[src/rtl/morse_symbol_timer.sv]
// Morse key interval timer: classifies key on/off intervals into DIT/DAH/GAP/SPACE codes.
// Optional debounce front end enabled by defining MORSE_DEBOUNCE_EN.
module morse_symbol_timer #(
  parameter int UNIT_CYCLES = 4,
  parameter int CNT_W       = 6,
  parameter int DEB_CYCLES  = 3
) (
  input  logic       clk,
  input  logic       reset,
  input  logic       key,
  output logic [2:0] symbol,
  output logic       strobe,
  output logic       keying
);

  typedef enum logic [1:0] {
    ST_IDLE  = 2'd0,
    ST_PRESS = 2'd1,
    ST_SIL   = 2'd2,
    ST_LGAP  = 2'd3
  } state_e;

  localparam logic [2:0] SYM_WAIT  = 3'd0;
  localparam logic [2:0] SYM_DIT   = 3'd1;
  localparam logic [2:0] SYM_DAH   = 3'd2;
  localparam logic [2:0] SYM_GAP   = 3'd3;
  localparam logic [2:0] SYM_SPACE = 3'd4;

  localparam logic [CNT_W-1:0] CNT_ZERO  = {CNT_W{1'b0}};
  localparam logic [CNT_W-1:0] CNT_ONE   = {{(CNT_W-1){1'b0}}, 1'b1};
  localparam logic [CNT_W-1:0] DAH_MIN   = CNT_W'(2 * UNIT_CYCLES);
  localparam logic [CNT_W-1:0] GAP_CNT   = CNT_W'(3 * UNIT_CYCLES);
  localparam logic [CNT_W-1:0] SPACE_CNT = CNT_W'(7 * UNIT_CYCLES);

  if (UNIT_CYCLES < 1 || DEB_CYCLES < 1 || (7 * UNIT_CYCLES) >= (1 << CNT_W)) begin : g_bad_param
    $error("morse_symbol_timer: illegal UNIT_CYCLES/CNT_W/DEB_CYCLES combination");
  end

  logic key_s;

`ifdef MORSE_DEBOUNCE_EN
  localparam int DEB_W = (DEB_CYCLES < 2) ? 1 : $clog2(DEB_CYCLES + 1);
  localparam logic [DEB_W-1:0] DEB_ZERO = {DEB_W{1'b0}};
  localparam logic [DEB_W-1:0] DEB_ONE  = {{(DEB_W-1){1'b0}}, 1'b1};
  localparam logic [DEB_W-1:0] DEB_LAST = DEB_W'(DEB_CYCLES - 1);

  logic             sync1_r;
  logic             sync2_r;
  logic             filt_r;
  logic [DEB_W-1:0] deb_cnt_r;

  // Synchronizer plus filter: output flips only after DEB_CYCLES consecutive differing samples.
  always_ff @(posedge clk) begin
    if (reset) begin
      sync1_r   <= 1'b0;
      sync2_r   <= 1'b0;
      filt_r    <= 1'b0;
      deb_cnt_r <= DEB_ZERO;
    end else begin
      sync1_r <= key;
      sync2_r <= sync1_r;
      if (sync2_r != filt_r) begin
        if (deb_cnt_r == DEB_LAST) begin
          filt_r    <= sync2_r;
          deb_cnt_r <= DEB_ZERO;
        end else begin
          deb_cnt_r <= deb_cnt_r + DEB_ONE;
        end
      end else begin
        deb_cnt_r <= DEB_ZERO;
      end
    end
  end

  assign key_s = filt_r;
`else
  assign key_s = key;
`endif

  state_e           state_r;
  state_e           state_s;
  logic [CNT_W-1:0] press_cnt_r;
  logic [CNT_W-1:0] press_cnt_s;
  logic [CNT_W-1:0] sil_cnt_r;
  logic [CNT_W-1:0] sil_cnt_s;
  logic [2:0]       symbol_s;

  // Next-state, counter and symbol decode; a key press always wins over a silence threshold.
  always_comb begin
    state_s     = state_r;
    press_cnt_s = press_cnt_r;
    sil_cnt_s   = sil_cnt_r;
    symbol_s    = SYM_WAIT;
    case (state_r)
      ST_IDLE: begin
        if (key_s) begin
          state_s     = ST_PRESS;
          press_cnt_s = CNT_ONE;
        end else begin
          state_s = ST_IDLE;
        end
      end
      ST_PRESS: begin
        if (key_s) begin
          if (press_cnt_r < DAH_MIN) begin
            press_cnt_s = press_cnt_r + CNT_ONE;
          end else begin
            press_cnt_s = press_cnt_r;
          end
        end else begin
          if (press_cnt_r < DAH_MIN) begin
            symbol_s = SYM_DIT;
          end else begin
            symbol_s = SYM_DAH;
          end
          state_s   = ST_SIL;
          sil_cnt_s = CNT_ONE;
        end
      end
      ST_SIL: begin
        if (key_s) begin
          state_s     = ST_PRESS;
          press_cnt_s = CNT_ONE;
        end else begin
          sil_cnt_s = sil_cnt_r + CNT_ONE;
          if (sil_cnt_s == GAP_CNT) begin
            symbol_s = SYM_GAP;
            state_s  = ST_LGAP;
          end else begin
            state_s = ST_SIL;
          end
        end
      end
      ST_LGAP: begin
        if (key_s) begin
          state_s     = ST_PRESS;
          press_cnt_s = CNT_ONE;
        end else begin
          sil_cnt_s = sil_cnt_r + CNT_ONE;
          if (sil_cnt_s == SPACE_CNT) begin
            symbol_s = SYM_SPACE;
            state_s  = ST_IDLE;
          end else begin
            state_s = ST_LGAP;
          end
        end
      end
      default: begin
        state_s     = ST_IDLE;
        press_cnt_s = CNT_ZERO;
        sil_cnt_s   = CNT_ZERO;
      end
    endcase
  end

  // State, counters and registered outputs.
  always_ff @(posedge clk) begin
    if (reset) begin
      state_r     <= ST_IDLE;
      press_cnt_r <= CNT_ZERO;
      sil_cnt_r   <= CNT_ZERO;
      symbol      <= SYM_WAIT;
      strobe      <= 1'b0;
      keying      <= 1'b0;
    end else begin
      state_r     <= state_s;
      press_cnt_r <= press_cnt_s;
      sil_cnt_r   <= sil_cnt_s;
      symbol      <= symbol_s;
      strobe      <= (symbol_s != SYM_WAIT);
      keying      <= (state_s == ST_PRESS);
    end
  end

endmodule

[config.mk]
export PLATFORM = sky130hd
export DESIGN_NAME = morse_symbol_timer
export DESIGN_NICKNAME = d
export VERILOG_FILES = /design/src/rtl/morse_symbol_timer.sv
export SDC_FILE = /design/constraint.sdc
export NUM_CORES = 1
export LEC_CHECK = 0
export ABC_AREA = 0
export BUFFER_PORTS_ARGS = -buffer_cell sky130_fd_sc_hd__clkbuf_2
export CORE_AREA = 2 2 41 43
export CTS_CLUSTER_DIAMETER = 80
export CTS_CLUSTER_SIZE = 28
export DETAILED_ROUTE_END_ITERATION = 10
export DIE_AREA = 0 0 43 45
export GPL_ROUTABILITY_DRIVEN = 0
export GPL_TIMING_DRIVEN = 0
export PLACE_DENSITY = 0.84
export SLEW_MARGIN = 10
export SYNTH_ARGS = -nofsm -noshare
export SYNTH_HDL_FRONTEND = slang
export SYNTH_SLANG_ARGS = --single-unit
[constraint.sdc]
create_clock -name clk -period 2.9 [get_ports clk]
set_input_delay 0 -clock clk [delete_from_list [all_inputs] [get_ports clk]]
set_output_delay 0 -clock clk [all_outputs]
set_load 0.02 [all_outputs]
==> results.yml <==
yosys:
  ys_seq_elements: 19
  syn_avg_cell_area_sq_um: 9.18
  synth_cell_type_count: 33
  syn-num-nets: 97
  synth_warnings: 0
  syn_area_sq_um: 845
  synthFlopType: "dfxtp_1"
  seq_area_frac_synth: 0.450
  synthArstFlopShare: 0
  synthCells: 92
  synth-edff-count: 0
floorplanning:
  ioPinCount: 8
  start_util: 0.574
  placementRows: 14
  dieHeight_microns: 45
  fp.coreArea_sq_um: 1470
  dieArea_sq_um: 1940
  die_w_microns: 43
detailed_routing:
  routed_wl_mm: 1.68
  ant_nets: 0
  wl_per_cell_microns: 14.0
  wl_met3_microns: 64
  route.met2.wl_microns: 811
  drc: 0
  drt-vias-per-instance: 6.08
  met1_length_microns: 747
  first_iter_violations: 25
  dr.max_layer_used: "met4"
  drt_pre_antenna_iters: 4
  vias: 729
clocking:
  hold_buffers: 1
  clock_latency_ns: 0.31
  cts.clk_slew.worst_paths_ns: 0.11
  root_buffer: "clkbuf_4"
  post_cts_resized: 0
  clock_path_buffers: 2
  h-tree-depth: 1
  cts_tree: "built"
  clock-sinks: 19
  post-cts-setup-buffers: 0
  cts_made_buffers: 3
timing:
  period_share: 0.476
  hold_violations: 0
  rsz0062_at_grt: "false"
  finalSetupViolations: 0
  fin_crit_ns: 1.38
  hold_ws_ns: 0.0951
  skew_ns: 0.00837
  fin_setup_tns_ns: 0
  setup_ws_ns: 1.52
  maxSlewViolCount: 0
  tightest_slew_ns: 0.470
  fmax_ghz: 0.724
  max_slew_margin: 0.685
worst_setup_path:
  crit_fanout: 5
  r2r-end: "strobe$_SDFF_PP0_"
  critPathLaunchType: "register"
  cp.required_ns: 3.09
  reg2reg_depth: 4
  r2r-start: "sil_cnt_r[0]$_SDFFE_PP0P_"
  crit_path_top_delay_cell: "dfxtp_1"
  cp_slowest_stage_delay_ns: 0.36
  r2r_setup_slack_ns: 1.52
  cp_data_arrival_time_ns: 1.57
  critPathKind: "reg -> reg"
  path_cells: "ha_1, and4bb_1, a21boi_0, o22ai_1"
  crit_start: "sil_cnt_r[0]$_SDFFE_PP0P_"
  endpoint_kind: "register"
finish:
  stdcell_count: 120
  fin_nets: 110
  drive_gt1_frac: 0.135
  fillCellCount: 113
  area_delta_synth_final_pct: 11.0
  antennaDiodeCount: 0
worst_hold_path:
  hold_path_class: "in -> reg"
  hold_depth: 4
  hp-start: "key"
  hold_end: "sil_cnt_r[1]$_SDFFE_PP0P_"
placed_design:
  dp_hpwl_mm: 1.21
  pre_cts_ws_ns: 1.56
  dp_cells: 115
  numPortBuffers: 7
power_and_ir_drop:
  power_density_nw_per_um2: 471
  ir_worst_vdd_mv: 0.237
  p_leak_uw: 0.000367
grt:
  grt_max_degree: 12
  grt_pass1_vias: 731
  grt_usage: 0.201
  grt_pass1_wl_mm: 2.81
  overflow: 0
  antenna_found_initial: 0
flow_run:
  maxCapViolCount: 0
outcome:
  status: "complete, no violations"
[stage by stage]
| step | util | power [uW] | area (sq um) |
|---|---|---|---|
| floorplan | - | 298 | 845 |
| detailed placement | 0.611 | 307 | 900 |
| global route | 0.637 | 456 | 937 |
| global placement | 0.611 | 306 | 900 |
| finish | 0.637 | 441 | 937 |
| CTS | 0.637 | 441 | 937 |
[area by class of cell]
type	instances	area, sq um	area share
Clock inverter	1	5.00	0.00534
Multi-Input combinational cell	66	437	0.466
Inverter	4	15.0	0.0160
Tap cell	16	20.0	0.0214
Timing Repair Buffer	8	45.0	0.0481
Buffer	3	12.5	0.0134
Clock buffer	3	22.5	0.0240
Sequential cell	19	380	0.406
[critical path: cells and delay by family (launching register included)]
| kind | cells | cell delay (ns) |
|---|---|---|
| adder cells (fa/ha/maj) | 1 | 0.24 |
| AND/OR/NAND/NOR | 1 | 0.26 |
| AO/OA/AOI/OAI | 2 | 0.40 |
| flip-flops | 1 | 0.36 |
[routing by layer]
layer,up-vias,track usage
li1,357,-
met1,347,0.207
met2,17,0.345
met3,8,0.0480
met4,0,0.170
met5,-,0
[placed cells by master (no fill, tap or decap), types with 2 or more instances in the layout]
cell type	count
dfxtp_1	19
nand2_1	7
clkbuf_2	7
nor2b_1	6
nor2_1	4
o21ai_0	4
a31oi_1	4
inv_1	4
nand4_1	4
and3_1	3
a21oi_1	3
nand2b_1	3
a21boi_0	3
clkbuf_4	3
nand3_1	2
clkbuf_1	2
and2_1	2
o21bai_1	2
o21a_1	2
mux2i_1	2
ha_1	2
[report_power, final]
part	total, uW	switching, uW	internal (uW)
Combinational	31.7	19.3	12.4
Sequential	271	5.13	266
Clock	138	86.8	51.7
Total	441	111	330
[synth_stat cells (3+ instances only)]
cell type  number  area, sq um
nand2_1         7         26.3
nand4_1         4         25.0
nand2b_1        3         18.8
inv_1           4         15.0
nor2b_1         6         37.5
nor2_1          4         15.0
a21boi_0        3         22.5
a21oi_1         3         15.0
and3_1          3         18.8
dfxtp_1        19          380
o21ai_0         4         20.0
a31oi_1         4         25.0
[kinds of logic after synthesis]
logic type                 synth area share
xor gates and xnor gates             0.0104
AOI/OAI and AO/OA                     0.190
adders and majority gates            0.0296
buffers and inverters                0.0326
DFF                                   0.450
and+or+nand+nor                       0.264
muxes                                0.0237
[registers in the layout (all words and copies together) (netlist names)]
signal       flops
symbol           3
strobe           1
keying           1
press_cnt_r      6
state_r          2
sil_cnt_r        6
[how the worst max path moves through the flow]
stage,end,cells past startpoint
after global routing,sil_cnt_r[5]$_SDFFE_PP0P_,3
after CTS,sil_cnt_r[5]$_SDFFE_PP0P_,3
after global placement,sil_cnt_r[5]$_SDFFE_PP0P_,3
after detailed placement,strobe$_SDFF_PP0_,4
final,strobe$_SDFF_PP0_,4
after floorplan,symbol[2]$_SDFF_PP0_,4
(Power assumes the default switching activity.)
